$ cat config.mk
export PLATFORM = sky130hd
export DESIGN_NAME = controlador_reloj_display_flat
export DESIGN_NICKNAME = d
export VERILOG_FILES = /design/src/rtl/controlador_reloj_display_if.sv /design/src/rtl/controlador_reloj_display.sv /design/src/flat_wrapper.sv
export SDC_FILE = /design/constraint.sdc
export NUM_CORES = 1
export LEC_CHECK = 0
export ABC_AREA = 1
export ABC_CLOCK_PERIOD_IN_PS = 3200
export BUFFER_PORTS_ARGS = -buffer_cell sky130_fd_sc_hd__buf_2
export CORE_ASPECT_RATIO = 0.6
export CORE_UTILIZATION = 30
export CTS_CLUSTER_DIAMETER = 120
export DETAILED_ROUTE_END_ITERATION = 12
export HOLD_SLACK_MARGIN = 0.08
export PLACE_DENSITY = 0.59
export SETUP_SLACK_MARGIN = 0.2
export SYNTH_ARGS = -nofsm -noshare
export SYNTH_HDL_FRONTEND = slang
export SYNTH_SLANG_ARGS = --single-unit
export TNS_END_PERCENT = 100
$ cat constraint.sdc
create_clock -name clk -period 3.2 [get_ports clk]
set_clock_uncertainty 0.1 [all_clocks]
set_input_delay 0.48 -clock clk [delete_from_list [all_inputs] [get_ports clk]]
set_output_delay 0.48 -clock clk [all_outputs]
set_load 0.02 [all_outputs]
$ cat src/rtl/controlador_reloj_display_if.sv
// Encoder bus between the clock controller and the external seven-segment encoders.
// The controller drives the digit values and receives the encoded patterns back.
interface controlador_reloj_display_if;
    logic [3:0] hora;
    logic [3:0] min_dec;
    logic [3:0] min_uni;
    logic [6:0] seg_hora_uni;
    logic [6:0] seg_hora_dec;
    logic [6:0] seg_min_dec;
    logic [6:0] seg_min_uni;

    modport master (
        output hora, min_dec, min_uni,
        input  seg_hora_uni, seg_hora_dec, seg_min_dec, seg_min_uni
    );

    modport slave (
        input  hora, min_dec, min_uni,
        output seg_hora_uni, seg_hora_dec, seg_min_dec, seg_min_uni
    );
endinterface

$ cat src/rtl/controlador_reloj_display.sv
// 12-hour H:MM AM/PM timekeeper with a 4-digit multiplexed seven-segment scanner.
// Optional macro BLINK_SET_EN blinks the field being edited in the set modes.
module controlador_reloj_display #(
    parameter int SCAN_DIV  = 50000,
    parameter int BLINK_DIV = 25000000
) (
    input  logic                          clk,
    input  logic                          reset,
    input  logic                          i_tick,
    input  logic                          i_boton_modo,
    input  logic                          i_boton_inc,
    controlador_reloj_display_if.master   enc,
    output logic [6:0]                    o_seg,
    output logic [3:0]                    o_an,
    output logic                          o_pm
);
    localparam int SW = (SCAN_DIV > 2) ? $clog2(SCAN_DIV) : 1;

    typedef enum logic [1:0] {RUN, SET_HORA, SET_MIN} state_t;

    state_t      r_state;
    state_t      w_state_next;
    logic [3:0]  r_hora;
    logic [3:0]  r_min_dec;
    logic [3:0]  r_min_uni;
    logic [5:0]  r_sec;
    logic        r_pm;
    logic [3:0]  w_hora_inc;
    logic [3:0]  w_min_dec_nx;
    logic [3:0]  w_min_uni_nx;
    logic        w_min_wrap;
    logic [SW-1:0] r_cnt;
    logic [1:0]  r_idx;
    logic        r_en;
    logic [6:0]  r_seg;
    logic [3:0]  r_an;
    logic [6:0]  w_sel;
    logic        w_blank;
    logic        w_blink_blank;

    always_ff @(posedge clk) begin
        if (reset) r_state <= RUN;
        else       r_state <= w_state_next;
    end

    always_comb begin
        w_state_next = r_state;
        if (i_boton_modo) begin
            unique case (r_state)
                RUN:      w_state_next = SET_HORA;
                SET_HORA: w_state_next = SET_MIN;
                default:  w_state_next = RUN;
            endcase
        end
    end

    always_comb begin
        w_min_wrap   = (r_min_dec == 4'd5) && (r_min_uni == 4'd9);
        w_hora_inc   = (r_hora == 4'd12) ? 4'd1 : r_hora + 4'd1;
        w_min_uni_nx = (r_min_uni == 4'd9) ? 4'd0 : r_min_uni + 4'd1;
        w_min_dec_nx = r_min_dec;
        if (r_min_uni == 4'd9)
            w_min_dec_nx = (r_min_dec == 4'd5) ? 4'd0 : r_min_dec + 4'd1;
    end

    // A mode press discards any tick or increment in the same cycle.
    always_ff @(posedge clk) begin
        if (reset) begin
            r_hora    <= 4'd12;
            r_min_dec <= 4'd0;
            r_min_uni <= 4'd0;
            r_sec     <= 6'd0;
            r_pm      <= 1'b0;
        end else if (i_boton_modo) begin
            if (w_state_next == SET_HORA) r_sec <= 6'd0;
        end else begin
            unique case (r_state)
                RUN: begin
                    if (i_tick) begin
                        if (r_sec == 6'd59) begin
                            r_sec     <= 6'd0;
                            r_min_uni <= w_min_uni_nx;
                            r_min_dec <= w_min_dec_nx;
                            if (w_min_wrap) begin
                                r_hora <= w_hora_inc;
                                if (r_hora == 4'd11) r_pm <= ~r_pm;
                            end
                        end else begin
                            r_sec <= r_sec + 6'd1;
                        end
                    end
                end
                SET_HORA: begin
                    r_sec <= 6'd0;
                    if (i_boton_inc) begin
                        r_hora <= w_hora_inc;
                        if (r_hora == 4'd11) r_pm <= ~r_pm;
                    end
                end
                default: begin
                    r_sec <= 6'd0;
                    if (i_boton_inc) begin
                        r_min_uni <= w_min_uni_nx;
                        r_min_dec <= w_min_dec_nx;
                    end
                end
            endcase
        end
    end

`ifdef BLINK_SET_EN
    localparam int BW = (BLINK_DIV > 2) ? $clog2(BLINK_DIV) : 1;

    logic [BW-1:0] r_bcnt;
    logic          r_phase;

    always_ff @(posedge clk) begin
        if (reset || i_boton_inc) begin
            r_bcnt  <= '0;
            r_phase <= 1'b0;
        end else if (r_bcnt == BW'(BLINK_DIV - 1)) begin
            r_bcnt  <= '0;
            r_phase <= ~r_phase;
        end else begin
            r_bcnt <= r_bcnt + 1'b1;
        end
    end

    // An increment overrides the phase now so the edited field shows at once.
    assign w_blink_blank = r_phase && !i_boton_inc &&
        (((r_state == SET_HORA) && r_idx[1]) ||
         ((r_state == SET_MIN) && !r_idx[1]));
`else
    assign w_blink_blank = 1'b0;
`endif

    always_comb begin
        unique case (r_idx)
            2'd0:    w_sel = enc.seg_min_uni;
            2'd1:    w_sel = enc.seg_min_dec;
            2'd2:    w_sel = enc.seg_hora_uni;
            default: w_sel = enc.seg_hora_dec;
        endcase
        w_blank = !r_en || w_blink_blank ||
                  ((r_idx == 2'd3) && (r_hora < 4'd10));
    end

    // Digits stay dark until the first scan wrap, then idx0 lights first.
    always_ff @(posedge clk) begin
        if (reset) begin
            r_cnt <= '0;
            r_idx <= 2'd0;
            r_en  <= 1'b0;
            r_an  <= 4'hF;
            r_seg <= 7'h7F;
        end else begin
            if (r_cnt == SW'(SCAN_DIV - 1)) begin
                r_cnt <= '0;
                r_en  <= 1'b1;
                if (r_en) r_idx <= r_idx + 2'd1;
            end else begin
                r_cnt <= r_cnt + 1'b1;
            end
            r_an  <= w_blank ? 4'hF : ~(4'b0001 << r_idx);
            r_seg <= w_blank ? 7'h7F : w_sel;
        end
    end

    assign enc.hora    = r_hora;
    assign enc.min_dec = r_min_dec;
    assign enc.min_uni = r_min_uni;
    assign o_seg       = r_seg;
    assign o_an        = r_an;
    assign o_pm        = r_pm;
endmodule
$ cat src/flat_wrapper.sv
// flat-port wrapper written by rule: the top's interface ports become plain ports
module controlador_reloj_display_flat 
#(
    parameter int SCAN_DIV  = 50000,
    parameter int BLINK_DIV = 25000000
)
  (clk, reset, i_tick, i_boton_modo, i_boton_inc, o_seg, o_an, o_pm, enc_hora, enc_min_dec, enc_min_uni, enc_seg_hora_uni, enc_seg_hora_dec, enc_seg_min_dec, enc_seg_min_uni);
  controlador_reloj_display_if enc_i ();
  input  logic clk;
  input  logic reset;
  input  logic i_tick;
  input  logic i_boton_modo;
  input  logic i_boton_inc;
  output logic [6:0] o_seg;
  output logic [3:0] o_an;
  output logic o_pm;
  output wire logic [$bits(enc_i.hora)-1:0] enc_hora;
  output wire logic [$bits(enc_i.min_dec)-1:0] enc_min_dec;
  output wire logic [$bits(enc_i.min_uni)-1:0] enc_min_uni;
  input wire logic [$bits(enc_i.seg_hora_uni)-1:0] enc_seg_hora_uni;
  input wire logic [$bits(enc_i.seg_hora_dec)-1:0] enc_seg_hora_dec;
  input wire logic [$bits(enc_i.seg_min_dec)-1:0] enc_seg_min_dec;
  input wire logic [$bits(enc_i.seg_min_uni)-1:0] enc_seg_min_uni;
  assign enc_hora = enc_i.hora;
  assign enc_min_dec = enc_i.min_dec;
  assign enc_min_uni = enc_i.min_uni;
  assign enc_i.seg_hora_uni = enc_seg_hora_uni;
  assign enc_i.seg_hora_dec = enc_seg_hora_dec;
  assign enc_i.seg_min_dec = enc_seg_min_dec;
  assign enc_i.seg_min_uni = enc_seg_min_uni;
  controlador_reloj_display #(.SCAN_DIV(SCAN_DIV), .BLINK_DIV(BLINK_DIV)) u_core (.clk(clk), .reset(reset), .i_tick(i_tick), .i_boton_modo(i_boton_modo), .i_boton_inc(i_boton_inc), .enc(enc_i), .o_seg(o_seg), .o_an(o_an), .o_pm(o_pm));
endmodule
==> results of run 1 <==
[layout by cell type, fill, tap and decap left out, types with 7 or more instances in the layout]
| cell type | n |
|---|---|
| ha_1 | 8 |
| nand4_1 | 12 |
| nand2_1 | 94 |
| nand3_1 | 35 |
| nor2_1 | 37 |
| a21oi_1 | 19 |
| buf_2 | 56 |
| nor3_1 | 7 |
| nand2_2 | 10 |
| nor2_2 | 8 |
| dfxtp_1 | 51 |
| inv_1 | 30 |
| inv_2 | 8 |
[routing by layer]
metal | GRT usage (%) | vias up
met3 | 4.167 | 5
li1 | - | 1302
met5 | 0 | -
met4 | 4.016 | 0
met1 | 19.82 | 1042
met2 | 18.50 | 60
[cell type report]
cell class,instances,area share (%)
multi-input combinational,270,45.01
sequential,51,31.80
timing repair buffer,57,8.963
inverter,38,4.443
tap,112,4.365
clock buffer,6,4.326
clock inverter,2,1.091
[cells by family (layout without fill, tap and decap cells)]
group,Yosys count,in the layout
xor+xnor,6,6
fa+ha+maj,8,8
flops,51,51
simple gates,223,223
buf+inv,46,103
compound gates,33,33
[worst min path at each step]
stage	to	slack [ps]
after floorplan	u_core.r_cnt[0]$_SDFF_PP0_	320
after CTS	u_core.o_seg[3]$_SDFF_PP1_	290
after global placement	u_core.r_cnt[0]$_SDFF_PP0_	330
after detailed placement	u_core.r_cnt[0]$_SDFF_PP0_	340
after global routing	u_core.o_seg[0]$_SDFF_PP1_	300
final	u_core.o_seg[3]$_SDFF_PP1_	300
[cell usage after synthesis (5+ instances only)]
| cell | instances |
|---|---|
| a21oi_1 | 19 |
| clkbuf_1 | 5 |
| dfxtp_1 | 51 |
| ha_1 | 8 |
| inv_1 | 30 |
| inv_2 | 8 |
| nand2_1 | 94 |
| nand2_2 | 10 |
| nand3_1 | 35 |
| nand4_1 | 12 |
| nor2_1 | 37 |
| nor2_2 | 8 |
| nor2_4 | 6 |
| nor3_1 | 7 |
| o21ai_1 | 5 |
| xor2_1 | 5 |
[state kept, by name (all words and copies together), names as in the netlist, 4 cells and up]
register / flops
u_core.o_seg: 7
u_core.o_an: 4
u_core.enc.hora: 4
u_core.r_cnt: 16
u_core.enc.min_dec: 4
u_core.r_sec: 6
u_core.enc.min_uni: 4
[power breakdown]
part	switching [W]	leakage [nW]	internal [W]	total [W]
clock network	0.000236	0.0868	0.000389	0.000626
logic	0.0000638	0.803	0.0000402	0.000104
registers	0.00000991	0.413	0.000644	0.000654
total	0.000310	1.30	0.00107	0.00138
[stage by stage]
step / std cells / utilization [%] / hold slack (ps) / instance area [µm²] / worst slack [ps]
floorplan: 367 / - / 317.8 / 2649 / 1736
global placement: 528 / 35.63 / 331.1 / 3037 / 1620
detailed placement: 528 / 35.63 / 338.5 / 3037 / 1586
CTS: 536 / 37.67 / 293.5 / 3211 / 1628
global route: 536 / 37.67 / 296.2 / 3211 / 1440
finish: 536 / 37.67 / 299.0 / 3211 / 1629
[worst max-delay path, stage by stage (launching register included)]
cell and delay, ps:
dfxtp_1 360, ha_1 190, nand2_2 90, inv_2 70
nand2_1 90, nor2_2 200, nand2_2 100, nand2_4 180
nor2_1 70
==> flow_metrics.py, run 1 <==
metrics = {
    "sta": {
        "rsz0062_at_grt": "no",
        "fin_crit_sh_pct": 49.08,
        "report.final.setup_viol": 0,
        "worstMarginPinSlew_ps": 413.5,
        "period_minus_slack_ps": 1571,
        "max_freq_ghz": 0.6367,
        "setup-tns-final_ps": 0,
        "hold_viol": 0,
        "slew_violations": 0,
        "slew_headroom_pct": 72.40,
    },
    "cts": {
        "cts_tree": "built",
        "cts.sinks": 51,
        "cts.reportedPaths.clkPinSlew_ps": 70,
        "numCtsBuffers": 5,
        "cts_setup_buffers": 0,
        "cts_max_path_buffers": 2,
        "htreeDepth": 2,
        "cts.repair.resized": 0,
        "clk_latency_ps": 300,
        "cts_hold_buffers": 0,
        "cts_root_buffer": "clkbuf_16",
    },
    "yosys": {
        "synth_area_leaders": "dfxtp_1 (39%), nand2_1 (13%), nand3_1 (6.6%)",
        "ys.flop_type": "dfxtp_1",
        "yosysSeqAreaShare_pct": 38.55,
        "synthSimpleGateAreaFrac_pct": 42.09,
        "synth_cell_types": 32,
        "synth_area_um2": 2649,
        "synth_mux_area_share_pct": 0,
        "synth_top_family_by_area": "simple AND/OR/NAND/NOR gates",
        "synthXorXnorAreaFrac_pct": 1.984,
        "syn_nets": 408,
        "synth_enable_flop_cells": 0,
        "synthCells": 367,
        "async_flop_share_pct": 0,
        "synth_top_area_cell": "dfxtp_1",
        "yosys.area.top_type_share_pct": 38.55,
        "ys_ff_latch": 51,
        "synth_area_per_cell_um2": 7.217,
        "synth_adder_area_share_pct": 3.779,
        "yosysWarnings": 0,
        "synth_compound_area_share_pct": 6.708,
    },
    "power_and_ir_drop": {
        "power_w": 0.001383,
        "p_leak_nw": 1.302,
        "powerDensity_nw_per_um2": 430.9,
        "worst_ir_drop_vdd_uv": 193.8,
    },
    "worst_hold_path": {
        "worstHoldPathCells": 3,
        "hold_class": "in2reg",
        "worstHoldStart": "enc_seg_hora_dec[3]",
    },
    "detailed_routing": {
        "vias": 2409,
        "drtPass1Iterations": 4,
        "wl_met3_um": 395,
        "via_per_inst": 4.494,
        "antenna_left": 0,
        "wl_met1_mm": 3.264,
        "dr.first_iter.drc_count": 117,
        "wire_per_inst_um": 10.90,
        "route.detailed.drc": 0,
        "routed_wl_mm": 5.842,
        "highest_layer": "met4",
        "routed-wl-met2_mm": 2.129,
    },
    "setup_path": {
        "ff2ff_setup_slack_ps": 1630,
        "arrival_ps": 1650,
        "endpoint": "u_core.r_cnt[9]$_SDFF_PP0_",
        "r2r_start": "u_core.r_cnt[0]$_SDFF_PP0_",
        "crit_fanout": 16,
        "cp-start-kind": "register",
        "required_ps": 3280,
        "r2r_cells": 8,
        "crit_path_end_kind": "register",
        "critical_path_class": "reg2reg",
        "crit_start": "u_core.r_cnt[0]$_SDFF_PP0_",
        "r2r-end": "u_core.r_cnt[9]$_SDFF_PP0_",
    },
    "die": {
        "rows": 26,
        "start_util_pct": 31.08,
        "core_um2": 8523,
        "die-area_um2": 9221,
        "ios": 57,
        "die_x_um": 123.3,
        "chipHeight_um": 74.79,
    },
    "finish": {
        "drive_above_1_share_pct": 25.94,
        "multi_input_area_um2": 1445,
        "nNetsFinal": 464,
        "regArea_um2": 1021,
        "area_growth_pct": 21.21,
        "nFillCells": 901,
        "antennaDiodeCount": 0,
    },
    "global_routing": {
        "track_usage_pct": 13.46,
        "grt-ovfl-total": 0,
        "grt_max_degree": 17,
        "antenna_found_initial": 0,
        "grt_pass1_vias": 2090,
        "grt_pass1_wl_mm": 9.556,
    },
    "place": {
        "io_buffers": 56,
        "globalplace.congestion": 0.8334,
        "dp_hpwl_mm": 4.470,
    },
    "outcome": {
        "status": "completed",
    },
    "flow_run": {
        "max-cap-violations": 0,
    },
}
Note: power is estimated with default switching activity, not from simulation.
==> run 2, diff against run 1 <==
ABC_AREA = 0   (was 1)
ABC_CLOCK_PERIOD_IN_PS = 1450   (was 3200)
PLACE_DENSITY = 0.6   (was 0.59)
clock period = 1.45 ns   (was 3.2 ns; I/O delays follow)
==> run 2 against run 1 <==
The run now ends with negative setup slack left; register-to-register slack worse by 2000 ps; flip-flop and latch count unchanged; hold slack worse by 150 ps; maximum frequency shrank 15%; first-iteration DRC count increased by 26%; sequential share of layout area decreased by 6.5 points; design area is 32% higher; synthesized cell count down 23%; combinational power rose to 4.0 times the previous value; global-route usage up 4.4 points; critical path type unchanged; largest cell class unchanged; highest routed layer unchanged.
==> flow_metrics.py, run 2 <==
metrics = {
    "yosys": {
        "synth_area_um2": 2420,
        "yosysSeqAreaShare_pct": 42.19,
        "async_flop_share_pct": 0,
        "ys_ff_latch": 51,
        "synth_compound_area_share_pct": 14.89,
        "synthCells": 282,
        "yosys.area.top_type_share_pct": 42.19,
        "synth_area_per_cell_um2": 8.581,
        "synth_enable_flop_cells": 0,
        "synthXorXnorAreaFrac_pct": 6.877,
        "synth.top_cells.by_count": "dfxtp_1 (51), nand2_1 (31), nor2_1 (31)",
        "synth_top_area_cell": "dfxtp_1",
        "synth_top_family_by_area": "simple AND/OR/NAND/NOR gates",
        "ys.flop_type": "dfxtp_1",
        "synth_mux_area_share_pct": 1.758,
        "synth_adder_area_share_pct": 4.137,
        "synth_area_leaders": "dfxtp_1 (42%), nand2_1 (4.8%), nor2_1 (4.8%)",
        "synth_cell_types": 39,
        "yosysWarnings": 0,
        "syn_nets": 323,
        "yosysMostFrequentCell": "dfxtp_1",
        "synthSimpleGateAreaFrac_pct": 25.80,
    },
    "finish": {
        "nFillCells": 660,
        "area_growth_pct": 74.92,
        "nNetsFinal": 472,
        "antennaDiodeCount": 0,
        "largest_register": "u_core.r_cnt",
        "layout_commonest_cell": "buf_4",
        "largest_reg_flops": 16,
        "final_cell_mix": "buf_4 (65), buf_2 (47), buf_6 (32)",
        "drive_above_1_share_pct": 55.79,
    },
    "sta": {
        "period_minus_slack_ps": 1843,
        "holdWs_ps": 147.6,
        "max_freq_ghz": 0.5427,
        "hold_viol": 0,
        "fin_ws_ps": -392.6,
        "report.final.setup_viol": 40,
        "worstMarginPinSlew_ps": 465.8,
        "fin_crit_sh_pct": 127.1,
        "slew_headroom_pct": 68.74,
        "rsz0062_at_grt": "yes",
        "slew_violations": 0,
    },
    "cts": {
        "cts.reportedPaths.clkPinSlew_ps": 70,
        "clk_latency_ps": 290,
        "numCtsBuffers": 5,
        "htreeDepth": 2,
        "cts_root_buffer": "clkbuf_16",
        "cts.sinks": 51,
        "cts_tree": "built",
        "cts_max_path_buffers": 2,
    },
    "global_routing": {
        "grt_pass1_vias": 2465,
        "track_usage_pct": 17.84,
        "grt_max_degree": 18,
        "grt-ovfl-total": 0,
        "grt_pass1_wl_mm": 11.90,
        "antenna_found_initial": 0,
    },
    "worst_hold_path": {
        "worstHoldPathCells": 5,
        "hold_end": "u_core.o_seg[0]$_SDFF_PP1_",
        "worstHoldStart": "enc_seg_hora_uni[0]",
        "hold_class": "in2reg",
    },
    "die": {
        "start_util_pct": 32.10,
        "die_x_um": 117.9,
        "chipHeight_um": 71.57,
        "core_um2": 7537,
        "ios": 57,
        "die-area_um2": 8441,
        "rows": 24,
    },
    "setup_path": {
        "r2r-end": "u_core.enc.min_uni[2]$_SDFFE_PP0P_",
        "crit_path_end_kind": "register",
        "worstPathCellList": "nand4b_1, o31a_1, buf_6, or4_1, a21oi_1",
        "cp_num_buf_inv": 1,
        "required_ps": 1570,
        "cp-start-kind": "register",
        "slowest_stage": "o31a_1",
        "r2r_start": "u_core.r_sec[2]$_SDFFE_PP0P_",
        "critPathTopFamily": "simple AND/OR/NAND/NOR gates",
        "r2r_cells": 5,
        "arrival_ps": 1960,
        "slowest_delay_ps": 430,
        "critical_path_class": "reg2reg",
        "crit_fanout": 5,
        "ff2ff_setup_slack_ps": -390,
    },
    "detailed_routing": {
        "wire_per_inst_um": 13.85,
        "vias": 2658,
        "antenna_left": 0,
        "dr.first_iter.drc_count": 148,
        "drtPass1Iterations": 4,
        "routed_wl_mm": 7.423,
        "via_per_inst": 4.959,
        "route.detailed.drc": 0,
    },
    "place": {
        "pre_cts_ws_ps": -395.9,
        "globalplace.congestion": 0.8426,
        "dp_hpwl_mm": 4.961,
        "io_buffers": 56,
    },
    "outcome": {
        "status": "finished, violations left",
        "failed_checks": "negative setup slack",
    },
    "power_and_ir_drop": {
        "p_leak_nw": 1.649,
        "worst_ir_drop_vdd_uv": 417.9,
        "powerDensity_nw_per_um2": 719.5,
    },
    "flow_run": {
        "max-cap-violations": 0,
    },
}
-- run 2: changes by cell type in the layout (fill, tap and decap cells not counted), sizes merged, moves of 12 or more --
cell | previous run | this run
buf | 57 | 145
inv | 38 | 14
nand2 | 107 | 31
nand3 | 39 | 11
nor2 | 52 | 31
xnor2 | 1 | 13
-- run 2: metrics by stage --
stage	total power (W)	util (%)	setup TNS [ps]	std cells	instance area, µm²
global route	0.003162	56.16	-11060	536	4233
finish	0.003045	56.16	-8203	536	4233
global placement	0.001773	45.97	-10210	499	3465
detailed placement	0.001777	45.97	-10570	499	3465
floorplan	0.001628	-	-2943	282	2650
CTS	0.003036	53.77	-5998	532	4053
-- run 2: cells by family (layout without fill, tap and decap cells) --
family | after synthesis | after routing
DFF | 51 | 51
buffers and inverters | 24 | 173
muxes | 4 | 4
and+or+nand+nor | 121 | 121
xor gates and xnor gates | 19 | 19
adders and majority gates | 8 | 8
AOI/OAI and AO/OA | 55 | 56
-- run 2: per-layer routing --
metal	share of wire, %	global-route usage, %	vias up
li1	-	-	1319
met4	1.6	4.843	0
met3	5.2	4.379	15
met5	0	0	-
met1	50	25.42	1243
met2	43	26.80	81
-- run 2: layout make-up --
type / count / area [µm²] / area share (%)
clock buffers: 5 / 125.1 / 2.956
clock inverters: 3 / 21.27 / 0.5025
inverters: 12 / 51.30 / 1.212
multi-input cells: 208 / 1654 / 39.08
flip-flops and latches: 51 / 1070 / 25.27
well taps: 104 / 130.1 / 3.074
repair buffers: 152 / 1174 / 27.73
repair inverters: 1 / 7.507 / 0.1774
-- run 2: worst register-to-register path, cell delays in order, from the launching register on --
cell	delay, ps
dfxtp_1	320
nand4b_1	220
o31a_1	430
buf_6	160
or4_1	410
a21oi_1	140
-- run 2: report_power, final --
| part | leakage, nW | internal, W | total (W) | switching (W) |
|---|---|---|---|---|
| combinational | 1.15 | 0.000222 | 0.000412 | 0.000191 |
| sequential | 0.426 | 0.00141 | 0.00143 | 0.0000183 |
| clock | 0.0751 | 0.000649 | 0.00120 | 0.000551 |
| total | 1.65 | 0.00229 | 0.00305 | 0.000760 |
-- run 2: how the worst max path moves through the flow --
stage | from | end | cells after the start
6_report | u_core.r_sec[2]$_SDFFE_PP0P_ | u_core.enc.min_uni[2]$_SDFFE_PP0P_ | 5
5_1_grt | u_core.r_sec[2]$_SDFFE_PP0P_ | u_core.enc.min_uni[3]$_SDFFE_PP0P_ | 5
4_1_cts | u_core.r_sec[2]$_SDFFE_PP0P_ | u_core.enc.min_uni[2]$_SDFFE_PP0P_ | 5
3_5_place_dp | u_core.r_sec[4]$_SDFFE_PP0P_ | u_core.enc.min_uni[2]$_SDFFE_PP0P_ | 5
3_3_place_gp | u_core.r_state[1]$_SDFF_PP0_ | u_core.enc.min_uni[3]$_SDFFE_PP0P_ | 5
2_1_floorplan | u_core.r_state[0]$_SDFF_PP0_ | u_core.enc.min_dec[0]$_SDFFE_PP0P_ | 6
-- run 2: repair_timing --
| item | 4_1_cts | 5_1_grt |
|---|---|---|
| setup buffers | 16 | 4 |
| pin swaps | 46 | 15 |
| gates resized for setup | 60 | 43 |
| hold buffers | 7 | 0 |
| hold endpoints to repair | 7 | 0 |
| gates cloned | 2 | 0 |
| setup endpoints to repair | 53 | 58 |
